===== src/rtl/tile_mem_arbiter_if.sv =====
`default_nettype none
// ---------------------------------------------------------------------------
// tile_mem_arbiter_if -- requester command/response and bank port bundle
// Rev 1.0
// ---------------------------------------------------------------------------
interface tile_mem_arbiter_if #(
  parameter int N_REQ  = 2,
  parameter int ADDR_W = 32,
  parameter int DATA_W = 32
);
  logic [N_REQ-1:0]                  req_i;
  logic [N_REQ-1:0]                  gnt_o;
  logic [N_REQ-1:0][ADDR_W-1:0]      addr_i;
  logic [N_REQ-1:0]                  wen_i;
  logic [N_REQ-1:0][DATA_W/8-1:0]    be_i;
  logic [N_REQ-1:0][DATA_W-1:0]      wdata_i;
  logic [N_REQ-1:0]                  rvalid_o;
  logic [DATA_W-1:0]                 rdata_o;

  logic                              mem_req_o;
  logic [ADDR_W-1:0]                 mem_addr_o;
  logic                              mem_wen_o;
  logic [DATA_W/8-1:0]               mem_be_o;
  logic [DATA_W-1:0]                 mem_wdata_o;
  logic                              mem_gnt_i;
  logic                              mem_rvalid_i;
  logic [DATA_W-1:0]                 mem_rdata_i;

  modport slave (
    input  req_i, addr_i, wen_i, be_i, wdata_i,
    input  mem_gnt_i, mem_rvalid_i, mem_rdata_i,
    output gnt_o, rvalid_o, rdata_o,
    output mem_req_o, mem_addr_o, mem_wen_o, mem_be_o, mem_wdata_o
  );

  modport master (
    output req_i, addr_i, wen_i, be_i, wdata_i,
    output mem_gnt_i, mem_rvalid_i, mem_rdata_i,
    input  gnt_o, rvalid_o, rdata_o,
    input  mem_req_o, mem_addr_o, mem_wen_o, mem_be_o, mem_wdata_o
  );
endinterface
`default_nettype wire


===== src/rtl/tile_mem_arbiter.sv =====
`default_nettype none
// ---------------------------------------------------------------------------
// tile_mem_arbiter -- N-way bank arbiter with stall-based urgency and read-ID FIFO
// Rev 1.0
// ---------------------------------------------------------------------------
module tile_mem_arbiter #(
  parameter int N_REQ     = 2,
  parameter int ADDR_W    = 32,
  parameter int DATA_W    = 32,
  parameter int MAX_STALL = 8,
  parameter int OUTST     = 2
) (
  input  logic                clk_i,
  input  logic                rst_i,
  tile_mem_arbiter_if.slave   bus
);
  localparam int CNT_W = (MAX_STALL > 0) ? $clog2(MAX_STALL + 1) : 1;
  localparam int ID_W  = (N_REQ > 1) ? $clog2(N_REQ) : 1;
  localparam int PTR_W = (OUTST > 1) ? $clog2(OUTST) : 1;
  localparam int OCC_W = PTR_W + 1;
  localparam logic [CNT_W-1:0] STALL_MAX = CNT_W'(MAX_STALL);
  localparam logic [OCC_W-1:0] OCC_FULL  = OCC_W'(OUTST);

  logic [N_REQ-1:0] urgent;
  logic [N_REQ-1:0] gnt;
  logic             win_any, win_vld, fire, push, pop, fifo_full;
  logic [ID_W-1:0]  win_id, head_id;

  logic [ID_W-1:0]  ids_q [OUTST];
  logic [PTR_W-1:0] wptr_q, wptr_d, rptr_q, rptr_d;
  logic [OCC_W-1:0] occ_q, occ_d;

  for (genvar g = 0; g < N_REQ; g++) begin : g_stall
    logic [CNT_W-1:0] stall_q, stall_d;

    always_comb begin
      stall_d = '0;
      if (bus.req_i[g] && !gnt[g])
        stall_d = (stall_q == STALL_MAX) ? stall_q : stall_q + CNT_W'(1);
    end

    always_ff @(posedge clk_i or posedge rst_i) begin
      if (rst_i) stall_q <= '0;
      else       stall_q <= stall_d;
    end

    assign urgent[g] = (stall_q == STALL_MAX);
  end

  // Descending scans so the lowest index is the last (winning) assignment;
  // the urgent pass overrides the plain pass whenever anyone is urgent.
  always_comb begin
    win_any = 1'b0;
    win_id  = '0;
    for (int i = N_REQ - 1; i >= 0; i--) begin
      if (bus.req_i[i]) begin
        win_any = 1'b1;
        win_id  = ID_W'(i);
      end
    end
    for (int i = N_REQ - 1; i >= 0; i--) begin
      if (bus.req_i[i] && urgent[i]) win_id = ID_W'(i);
    end
  end

  assign fifo_full = (occ_q == OCC_FULL);
  assign pop       = bus.mem_rvalid_i && (occ_q != '0) && !rst_i;
  // A full FIFO still admits a grant when a response frees a slot this cycle.
  assign win_vld   = win_any && (!fifo_full || pop) && !rst_i;
  assign fire      = win_vld && bus.mem_gnt_i;
  assign push      = fire && !bus.wen_i[win_id];
  assign head_id   = ids_q[rptr_q];

  for (genvar g = 0; g < N_REQ; g++) begin : g_out
    assign gnt[g]          = fire && (win_id == ID_W'(g));
    assign bus.rvalid_o[g] = pop && (head_id == ID_W'(g));
  end

  assign bus.gnt_o       = gnt;
  assign bus.rdata_o     = bus.mem_rdata_i;
  assign bus.mem_req_o   = win_vld;
  assign bus.mem_addr_o  = bus.addr_i[win_id];
  assign bus.mem_wen_o   = bus.wen_i[win_id];
  assign bus.mem_be_o    = bus.be_i[win_id];
  assign bus.mem_wdata_o = bus.wdata_i[win_id];

  always_comb begin
    wptr_d = push ? wptr_q + PTR_W'(1) : wptr_q;
    rptr_d = pop  ? rptr_q + PTR_W'(1) : rptr_q;
    occ_d  = occ_q + OCC_W'(push) - OCC_W'(pop);
  end

  always_ff @(posedge clk_i or posedge rst_i) begin
    if (rst_i) begin
      wptr_q <= '0;
      rptr_q <= '0;
      occ_q  <= '0;
    end else begin
      wptr_q <= wptr_d;
      rptr_q <= rptr_d;
      occ_q  <= occ_d;
    end
  end

  always_ff @(posedge clk_i) begin
    if (push) ids_q[wptr_q] <= win_id;
  end

`ifndef SYNTHESIS
  a_no_spurious_rvalid: assert property (
    @(posedge clk_i) disable iff (rst_i) bus.mem_rvalid_i |-> (occ_q != '0)
  ) else $warning("tile_mem_arbiter: mem_rvalid_i with no outstanding read ignored");
`endif

endmodule
`default_nettype wire


===== src/flat_wrapper.sv =====
// flat-port wrapper written by rule: the top's interface ports become plain ports
module tile_mem_arbiter_flat 
#(
  parameter int N_REQ     = 2,
  parameter int ADDR_W    = 32,
  parameter int DATA_W    = 32,
  parameter int MAX_STALL = 8,
  parameter int OUTST     = 2
)
  (clk_i, rst_i, bus_req_i, bus_addr_i, bus_wen_i, bus_be_i, bus_wdata_i, bus_mem_gnt_i, bus_mem_rvalid_i, bus_mem_rdata_i, bus_gnt_o, bus_rvalid_o, bus_rdata_o, bus_mem_req_o, bus_mem_addr_o, bus_mem_wen_o, bus_mem_be_o, bus_mem_wdata_o);
  tile_mem_arbiter_if #(.N_REQ(N_REQ), .ADDR_W(ADDR_W), .DATA_W(DATA_W)) bus_i ();
  input  logic clk_i;
  input  logic rst_i;
  input wire logic [$bits(bus_i.req_i)-1:0] bus_req_i;
  input wire logic [$bits(bus_i.addr_i)-1:0] bus_addr_i;
  input wire logic [$bits(bus_i.wen_i)-1:0] bus_wen_i;
  input wire logic [$bits(bus_i.be_i)-1:0] bus_be_i;
  input wire logic [$bits(bus_i.wdata_i)-1:0] bus_wdata_i;
  input wire logic [$bits(bus_i.mem_gnt_i)-1:0] bus_mem_gnt_i;
  input wire logic [$bits(bus_i.mem_rvalid_i)-1:0] bus_mem_rvalid_i;
  input wire logic [$bits(bus_i.mem_rdata_i)-1:0] bus_mem_rdata_i;
  output wire logic [$bits(bus_i.gnt_o)-1:0] bus_gnt_o;
  output wire logic [$bits(bus_i.rvalid_o)-1:0] bus_rvalid_o;
  output wire logic [$bits(bus_i.rdata_o)-1:0] bus_rdata_o;
  output wire logic [$bits(bus_i.mem_req_o)-1:0] bus_mem_req_o;
  output wire logic [$bits(bus_i.mem_addr_o)-1:0] bus_mem_addr_o;
  output wire logic [$bits(bus_i.mem_wen_o)-1:0] bus_mem_wen_o;
  output wire logic [$bits(bus_i.mem_be_o)-1:0] bus_mem_be_o;
  output wire logic [$bits(bus_i.mem_wdata_o)-1:0] bus_mem_wdata_o;
  assign bus_i.req_i = bus_req_i;
  assign bus_i.addr_i = bus_addr_i;
  assign bus_i.wen_i = bus_wen_i;
  assign bus_i.be_i = bus_be_i;
  assign bus_i.wdata_i = bus_wdata_i;
  assign bus_i.mem_gnt_i = bus_mem_gnt_i;
  assign bus_i.mem_rvalid_i = bus_mem_rvalid_i;
  assign bus_i.mem_rdata_i = bus_mem_rdata_i;
  assign bus_gnt_o = bus_i.gnt_o;
  assign bus_rvalid_o = bus_i.rvalid_o;
  assign bus_rdata_o = bus_i.rdata_o;
  assign bus_mem_req_o = bus_i.mem_req_o;
  assign bus_mem_addr_o = bus_i.mem_addr_o;
  assign bus_mem_wen_o = bus_i.mem_wen_o;
  assign bus_mem_be_o = bus_i.mem_be_o;
  assign bus_mem_wdata_o = bus_i.mem_wdata_o;
  tile_mem_arbiter #(.N_REQ(N_REQ), .ADDR_W(ADDR_W), .DATA_W(DATA_W), .MAX_STALL(MAX_STALL), .OUTST(OUTST)) u_core (.clk_i(clk_i), .rst_i(rst_i), .bus(bus_i));
endmodule

===== config.mk =====
export PLATFORM = sky130hd
export DESIGN_NAME = tile_mem_arbiter_flat
export DESIGN_NICKNAME = d
export VERILOG_FILES = /design/src/rtl/tile_mem_arbiter_if.sv /design/src/rtl/tile_mem_arbiter.sv /design/src/flat_wrapper.sv
export SDC_FILE = /design/constraint.sdc
export NUM_CORES = 1
export LEC_CHECK = 0
export BUFFER_PORTS_ARGS = -buffer_cell sky130_fd_sc_hd__buf_2
export CAP_MARGIN = 10
export CORE_AREA = 2 2 109 111
export CTS_CLUSTER_DIAMETER = 50
export DETAILED_ROUTE_END_ITERATION = 8
export DIE_AREA = 0 0 111 113
export PLACE_DENSITY = 0.5
export SYNTH_ARGS = -nofsm -noshare
export SYNTH_HDL_FRONTEND = slang
export SYNTH_SLANG_ARGS = --single-unit

===== constraint.sdc =====
create_clock -name clk_i -period 5.1 [get_ports clk_i]
set_input_delay 0.255 -clock clk_i [delete_from_list [all_inputs] [get_ports clk_i]]
set_output_delay 0.255 -clock clk_i [all_outputs]
set_load 0.02 [all_outputs]

[Word level (Yosys, flattened, before mapping)]
Memory sizes are Yosys's and may differ from the RTL's.
Cells that the tools add are included.
Storage, ports and cells
  register bits after elaboration: 12
  bits in writable memories: 2
  input bits: 176
  output and inout bits: 106
  word-level logic and storage cells: 60
  memories: 1
Memories
  u_core.ids_q: words 2, bits a word 1, read ports 1, clocked after memory_dff 0, wr ports 1, line tile_mem_arbiter.sv:29  | logic [ID_W-1:0] ids_q [OUTST];
Cells by class
  add/subtract/negate cells: 6
  $lt $le $gt $ge: 1
  eq/ne operators: 5
  muxes and demuxes: 19
  bitwise gates (word level): 2
  reductions and logical operators: 21
Operator list (count)
  two-way mux 32 bit: 4
  two-way mux 4 bit: 6
  logical AND 1 bit: 14
  two-way mux 1 bit: 9
  adder 4 x 1 -> 4 bit, second input constant: 2
  == test 4 bit, second input constant: 2
  logical NOT 1 bit: 5
  inequality test 2 bit, second input constant: 2
  adder 1 bit, second input constant: 2
  adder 2 x 1 -> 2 bit: 1
  == test 2 bit, second input constant: 1
  < comparator 1 x 2 -> 1 bit, second input constant: 1
  inverter 1 bit: 2
  nonzero test 2 bit: 1
  subtractor 2 x 1 -> 2 bit: 1
  logical OR 1 bit: 1

[Longest topological paths before layout]
Gate-level depths: netlist (run 1).
  word-level depth: 11
  gate-level depth with buffers: 11
  gate-level depth less buffers: 10

[Worst setup path after synthesis (run 1)]
Ideal clock, no wire load.
  path type: flip-flop to flip-flop
  start: reg u_core.g_stall[1].stall_q[0]
  end: reg u_core.occ_q[1]
  setup time: 0.123 ns
  data arrival time: 2.182 ns
  data required time: 4.977 ns
  slack: 2.796 ns
  stages on the path, launching flop included: 12
  buffers on the path: 1
  period minus slack after synthesis: 2.304 ns
  cell sequence: dfrtp_1 -> inv_1 -> ha_1 -> and3b_1 -> buf_2 -> a31oi_4 -> o211ai_2 -> ha_1 -> inv_1 -> ha_1 -> xnor2_1 -> xnor2_1
On the way
  cells in the longest elaborated chain, start to end: 10
RTL lines
  start, declared: line tile_mem_arbiter.sv:34  | logic [CNT_W-1:0] stall_q, stall_d;
  start signal, assigned: line tile_mem_arbiter.sv:44  | else stall_q <= stall_d;
  == test 4 bit: line tile_mem_arbiter.sv:47  | assign urgent[g] = (stall_q == STALL_MAX);
  logical AND 1 bit: line tile_mem_arbiter.sv:62  | if (bus.req_i[i] && urgent[i]) win_id = ID_W'(i);
  two-way mux 1 bit (2 in series): line tile_mem_arbiter.sv:62
  two-way mux 1 bit (not written as such) (2 in series): line tile_mem_arbiter.sv:71  | assign push = fire && !bus.wen_i[win_id];
  logical NOT 1 bit: line tile_mem_arbiter.sv:71
  logical AND 1 bit: line tile_mem_arbiter.sv:71
  adder 2 x 1 -> 2 bit: line tile_mem_arbiter.sv:90  | occ_d = occ_q + OCC_W'(push) - OCC_W'(pop);
  subtractor 2 x 1 -> 2 bit: line tile_mem_arbiter.sv:90
  named net u_core.occ_d[1]: line tile_mem_arbiter.sv:31  | logic [OCC_W-1:0] occ_q, occ_d;
  end signal, assigned: line tile_mem_arbiter.sv:97  | occ_q <= '0;
  end signal, assigned: line tile_mem_arbiter.sv:101  | occ_q <= occ_d;
  end, declared: line tile_mem_arbiter.sv:31
The timed path passes the listed nets, and every way through them passes these cells. The select of a mux whose other input is x is not followed.
A chain may end at the register's enable or synchronous reset.

[Final worst setup path (run 1)]
  start: reg u_core.g_stall[0].stall_q[0]
  end: out bus_mem_wdata_o[28]
On the way
  cells in the longest elaborated chain, start to end: 5
RTL lines
  start, declared: line tile_mem_arbiter.sv:34
  start signal, assigned: line tile_mem_arbiter.sv:44
  == test 4 bit: line tile_mem_arbiter.sv:47
  logical AND 1 bit: line tile_mem_arbiter.sv:62
  two-way mux 1 bit: line tile_mem_arbiter.sv:62
  two-way mux 32 bit (not written as such) (2 in series): line tile_mem_arbiter.sv:85  | assign bus.mem_wdata_o = bus.wdata_i[win_id];
  end, declared: line flat_wrapper.sv:29  | output wire logic [$bits(bus_i.mem_wdata_o)-1:0] bus_mem_wdata_o;
Every way passes these cells. The select of a mux whose other input is x is not followed.

==> flow_summary.toml, run 1 <==
[run_status]
outcome = "finished, final reports clean"

[critical_path]
cp.arrival_ps = 2500
worst-path-max-fanout = 19
worstReg2RegStart = "u_core.g_stall[0].stall_q[0]$_DFFE_PP0P_"
cp-end-kind = "output port"
reg2reg_depth = 10
crit_type = "flip-flop to output port"
required_ps = 4850
r2r-end = "u_core.occ_q[1]$_DFF_PP0_"
critPathLaunchType = "flip-flop"
r2r_setup_slack_ps = 2620

[grt]
antenna_found_initial = 0
grt_pass1_wl_mm = 10.4
grt_pass1_vias = 2119
grt_usage_pct = 10.0
grt_overflow = 0
grt_max_degree = 40

[clock_network]
cts_tree = "yes"
cts_hold_buf = 0
cts.reportedPaths.clkPinSlew_ps = 50
cts.repair.resized = 0
cts.sinks = 14
numCtsBuffers = 3
root_buffer = "clkbuf_16"
clockBufferDepth = 2
htreeDepth = 1
clk_latency_ps = 240
post_cts_buffers = 0

[timing]
worst_pin_slew_ps = 538
finClkSkew_ps = 3.74
grt_setup_unrepaired = "false"
setup_viol = 0
tns_ps = 0
timing.hold.ws_ps = 81.2
layout_min_cycle_time_ps = 2750
finalWorstSetupSlack_ps = 2350
drv_slew = 0
maxSlewHeadroom_pct = 64.1
timing.final.hold_violations = 0
max_freq_mhz = 363
fin_crit_sh_pct = 54.0

[synth]
syn_nets = 372
ys_async_sr_fraction_pct = 85.7
ys_top_cells_by_area = "mux2_2 37%, dfrtp_1 16%, buf_4 13%, buf_6 4.1%, ha_1 3.9%"
synth_edf_count = 2
synth-main-ff-cell = "dfrtp_1"
synth_cell_types = 30
synth_most_common_cell = "mux2_2"
avgSynthCellArea_sq_um = 10.0
synth-seq-cells = 14
yosysTopAreaCellShare_pct = 37.3
syn_inst = 190
synth_area_leader_cell = "mux2_2"
syn_area_sq_mm = 0.00190
ys_seq_area_share_pct = 18.9
yosys_warnings = 0
synth_common_cells = "63 x mux2_2, 32 x buf_4, 15 x nor2_1"

[route]
vias_per_cell = 3.91
first_pass_iters = 3
met2_length_mm = 3.64
antenna_left = 0
drc = 0
wire_per_inst_um = 13.5
met1_length_mm = 2.67
dr.first_iter.drc_count = 27
met3WireLength_um = 625
num_vias = 2021
routed_wl_mm = 6.96
topRoutingLayerUsed = "met4"

[placement]
placed_cell_area_sq_mm = 0.00286
dp.cells = 512
hpwl_mm = 6.20
gp_congestion = 0.836
pre_cts_ws_ps = 1820
io_buffers = 217

[floorplanning]
dieArea_sq_mm = 0.0125
io_pins = 282
initial_core_util_pct = 16.9
core_sq_mm = 0.0113
die_w_um = 111
row_count = 39
chipHeight_um = 113

[flow_run]
max-cap-violations = 0

[finish]
ff_latch_area_sq_um = 360
areaGrowthSynthToFinish_pct = 55.4
fillCellCount = 1213
multi_input_area_sq_mm = 0.00117
finish.utilization_pct = 26.3
diodes = 0
drive_gt1_share_pct = 77.3
fin_cells = 517
post-route-cell-area_sq_mm = 0.00296
fin_nets = 557

[pwr]
power_density_mw_per_mm2 = 202
p_leak_nw = 1.58
total_power_uw = 598
irDropWorstVdd_mv = 0.164

[min_path]
hold_class = "input port to async pin"
[area by class of cell]
type                            count  share of cell area (%)
Clock buffer                        3                    2.54
Sequential cell                    14                    12.2
Multi-Input combinational cell    123                    39.6
Clock inverter                      1                   0.127
Timing Repair Buffer              220                    37.9
Tap cell                          143                    6.05
Inverter                           13                    1.65
[layout by cell type (no fill, tap or decap), types with 2 or more instances in the layout]
cell type,Yosys,routed
edfxtp_1,2,2
a21oi_1,3,3
o21ai_0,3,3
nor2b_1,2,2
dfrtp_1,12,12
mux2i_1,2,2
mux2_1,5,5
a211oi_1,2,2
nor2_1,15,15
inv_1,13,13
clkbuf_16,0,3
buf_2,1,217
nand3_1,2,2
ha_1,6,6
buf_4,32,2
xor2_1,2,2
xnor2_1,6,6
mux2_2,63,63
[kinds of logic (layout without fill, tap and decap cells)]
family / Yosys count / in the layout / synth area share [%]
AOI/OAI and AO/OA: 13 / 13 / 5.45
xor gates and xnor gates: 8 / 8 / 3.68
adders and majority gates: 6 / 6 / 3.94
buffers and inverters: 53 / 237 / 19.6
DFF: 14 / 14 / 18.9
muxes: 70 / 70 / 41.3
and+or+nand+nor: 26 / 26 / 7.16
[layer usage]
| layer | GRT usage [%] | vias to the layer above |
|---|---|---|
| li1 | - | 997 |
| met4 | 1.58 | 0 |
| met3 | 2.79 | 8 |
| met5 | 0 | - |
| met1 | 11.7 | 915 |
| met2 | 18.7 | 101 |
[sequential cells by signal, indices dropped and copies added, names as in the netlist]
| register | count |
|---|---|
| u_core.g_stall.stall_q | 8 |
| u_core.ids_q | 2 |
| u_core.wptr_q | 1 |
| u_core.rptr_q | 1 |
| u_core.occ_q | 2 |
[worst max-delay path: stages (launching register included)]
cell	delay (ps)
dfrtp_1	410
inv_1	80
ha_1	170
nand3b_1	260
a31oi_4	460
buf_4	340
mux2_2	370
buf_2	160
[where the power goes]
part / internal, mW / switching (mW)
clock: 0.103 / 0.0427
combinational: 0.144 / 0.152
sequential: 0.137 / 0.0190
total: 0.384 / 0.214
[worst max path at each step]
stage / start / to / slack, ps / depth (start not counted)
after floorplan: u_core.g_stall[1].stall_q[0]$_DFFE_PP0P_ / u_core.occ_q[1]$_DFF_PP0_ / 2800 / 11
after global placement: u_core.g_stall[0].stall_q[0]$_DFFE_PP0P_ / bus_mem_wdata_o[7] / 1960 / 7
after detailed placement: u_core.g_stall[0].stall_q[0]$_DFFE_PP0P_ / bus_mem_wdata_o[28] / 1820 / 7
after CTS: u_core.g_stall[0].stall_q[0]$_DFFE_PP0P_ / bus_mem_wdata_o[28] / 1570 / 7
after global routing: u_core.g_stall[0].stall_q[0]$_DFFE_PP0P_ / bus_mem_wdata_o[9] / 2170 / 7
final: u_core.g_stall[0].stall_q[0]$_DFFE_PP0P_ / bus_mem_wdata_o[28] / 2350 / 7
Power figures use the tool's default switching activity.
==> run 2: changes to the inputs <==
--- a/config.mk
+++ b/config.mk
@@ -7,11 +7,11 @@
 export LEC_CHECK = 0
 export BUFFER_PORTS_ARGS = -buffer_cell sky130_fd_sc_hd__buf_2
 export CAP_MARGIN = 10
-export CORE_AREA = 2 2 109 111
+export CORE_AREA = 2 2 111 113
 export CTS_CLUSTER_DIAMETER = 50
 export DETAILED_ROUTE_END_ITERATION = 8
-export DIE_AREA = 0 0 111 113
-export PLACE_DENSITY = 0.5
+export DIE_AREA = 0 0 113 115
+export PLACE_DENSITY = 0.48
 export SYNTH_ARGS = -nofsm -noshare
 export SYNTH_HDL_FRONTEND = slang
 export SYNTH_SLANG_ARGS = --single-unit
==> constraint.sdc (replaced) <==
create_clock -name clk_i -period 2.7 [get_ports clk_i]
set_input_delay 0.135 -clock clk_i [delete_from_list [all_inputs] [get_ports clk_i]]
set_output_delay 0.135 -clock clk_i [all_outputs]
set_load 0.02 [all_outputs]
==> run 2 against run 1 <==
Net effect: critical path type unchanged; worst setup slack lost 2200 ps; sequential share of layout area shrank 0.11 points; via count grew 1.6%; highest routed layer unchanged; combinational power grew 92%; register-to-register slack lost 2300 ps; largest cell class unchanged; hold slack gained 190 ps; the run now ends with DRC left; power grew 91%; critical path depth is the same.
==> flow_summary.toml, run 2 (synthesized netlist as in run 1, its figures left out) <==
[run_status]
outcome = "complete, but fails checks"
violations = "DRC"

[pwr]
p_switching_uw = 414
seq_power_share_pct = 25.8
p_leak_nw = 1.59
clkPwrFrac_pct = 24.4
irDropWorstVdd_mv = 0.289
intPower_uw = 729
power_density_mw_per_mm2 = 383
power_frac_comb_pct = 49.8
switching_share_pct = 36.2

[finish]
reg_top3 = "u_core.g_stall.stall_q: 8 flops, u_core.ids_q: 2 flops, u_core.occ_q: 2 flops"
fillCellCount = 1279
largest_reg_flops = 8
layout_commonest_cell = "buf_2"
largest-register = "u_core.g_stall.stall_q"
mostFrequentLayoutCells = "217 x buf_2, 63 x mux2_2, 15 x nor2_1, 13 x inv_1, 12 x dfrtp_1"
fin_cells = 522
fin_nets = 558
areaGrowthSynthToFinish_pct = 56.8
drive_gt1_share_pct = 77.1
diodes = 0
finish.utilization_pct = 25.3

[timing]
finClkSkew_ps = 2.26
fin_crit_sh_pct = 93.5
tns_ps = 0
setup_viol = 0
layout_min_cycle_time_ps = 2520
maxSlewHeadroom_pct = 69.0
drv_slew = 0
worst_pin_slew_ps = 460
grt_setup_unrepaired = "false"
timing.final.hold_violations = 0
max_freq_mhz = 396

[grt]
grt_pass1_vias = 1752
grt_usage_pct = 8.46
grt_pass1_wl_mm = 8.78
antenna_found_initial = 0
grt_overflow = 0
grt_max_degree = 72

[route]
first_pass_iters = 8
routed_wl_mm = 7.03
vias_per_cell = 3.93
num_vias = 2053
wire_per_inst_um = 13.5
dr.first_iter.drc_count = 73
drc = 18
antenna_left = 0

[flow_run]
max-cap-violations = 0

[min_path]
hold_class = "input port to output port"
min_to = "bus_rdata_o[1]"
holdPathStages = 0
hold_start = "bus_mem_rdata_i[1]"

[critical_path]
worst-path-max-fanout = 36
critPathLaunchType = "flip-flop"
r2r_setup_slack_ps = 350
required_ps = 2570
crit_type = "flip-flop to output port"
cp.arrival_ps = 2390
reg2reg_depth = 10
r2r-end = "u_core.occ_q[1]$_DFF_PP0_"
worstReg2RegStart = "u_core.g_stall[0].stall_q[0]$_DFFE_PP0P_"
cp-end-kind = "output port"

[floorplanning]
io_pins = 282
row_count = 40
core_sq_mm = 0.0118
chipHeight_um = 115
die_w_um = 113
initial_core_util_pct = 16.1
dieArea_sq_mm = 0.0130

[clock_network]
htreeDepth = 1
numCtsBuffers = 3
cts_tree = "yes"
clk_latency_ps = 240
clockBufferDepth = 2
cts.reportedPaths.clkPinSlew_ps = 40
root_buffer = "clkbuf_16"
post_cts_buffers = 0
cts.sinks = 14

[placement]
dp.cells = 516
hpwl_mm = 5.73
gp_congestion = 0.726
io_buffers = 217
## run 2: cell types whose count changed in the layout (fill, tap and decap cells not counted)
cell / before / now
dlygate4sd3_1: 0 / 1
clkbuf_16: 3 / 4
buf_8: 0 / 1
buf_4: 2 / 1
buf_12: 1 / 0
## run 2: worst max-delay path, cell delays in order, from the launching register on
cell	delay [ps]
dfrtp_1	420
inv_1	80
ha_1	160
nand3b_1	260
a31oi_4	350
clkbuf_16	310
mux2_2	380
buf_2	160
## run 2: per-stage QoR
step                area [sq um]  setup slack [ps]  hold slack, ps  power [mW]
floorplan                   1900               396            7.86       0.709
detailed placement          2880               362             197       0.864
global placement            2880               444             194       0.855
global route                2990              17.6             270        1.21
CTS                         2970              96.7             270        1.15
finish                      2990               176             270        1.14
## run 2: what timing repair did
action / CTS / global route
hold endpoints to repair: 12 / 0
hold buffers: 1 / 0
endpoints found under the setup margin: 0 / 23
gates resized for setup: 0 / 3
## run 2: worst max-delay path by stage
stage / from / depth (start not counted) / slack, ps / to
2_1_floorplan: u_core.g_stall[1].stall_q[0]$_DFFE_PP0P_ / 11 / 400 / u_core.occ_q[1]$_DFF_PP0_
3_3_place_gp: u_core.g_stall[1].stall_q[0]$_DFFE_PP0P_ / 10 / 440 / u_core.occ_q[1]$_DFF_PP0_
3_5_place_dp: u_core.g_stall[0].stall_q[0]$_DFFE_PP0P_ / 7 / 360 / bus_mem_wdata_o[17]
4_1_cts: u_core.g_stall[0].stall_q[0]$_DFFE_PP0P_ / 7 / 100 / bus_mem_wdata_o[17]
5_1_grt: u_core.g_stall[0].stall_q[0]$_DFFE_PP0P_ / 7 / 20 / bus_mem_wdata_o[17]
6_report: u_core.g_stall[0].stall_q[0]$_DFFE_PP0P_ / 7 / 180 / bus_mem_wdata_o[17]
## run 2: layer usage
metal	up-vias	global-route usage (%)	wire (um)
met5	-	0	0
met4	0	2.03	49
met3	8	2.00	696
met2	116	14.1	3350
met1	931	11.1	2940
li1	998	-	-
## run 2: power groups by stage
stage	Combinational [mW]	Sequential [mW]	Clock, mW
floorplan	0.419	0.290	0
global placement	0.560	0.295	0
detailed placement	0.568	0.296	0
CTS	0.570	0.295	0.287
global route	0.618	0.301	0.296
finish	0.569	0.295	0.279
## run 2: final cells by class
type	instances	area, sq um	area share (%)
Timing Repair Buffer	221	1140	38.3
Clock inverter	1	3.75	0.126
Sequential cell	14	360	12.1
Multi-Input combinational cell	123	1170	39.2
Inverter	13	48.8	1.63
Tap cell	147	184	6.16
Clock buffer	3	75.1	2.51
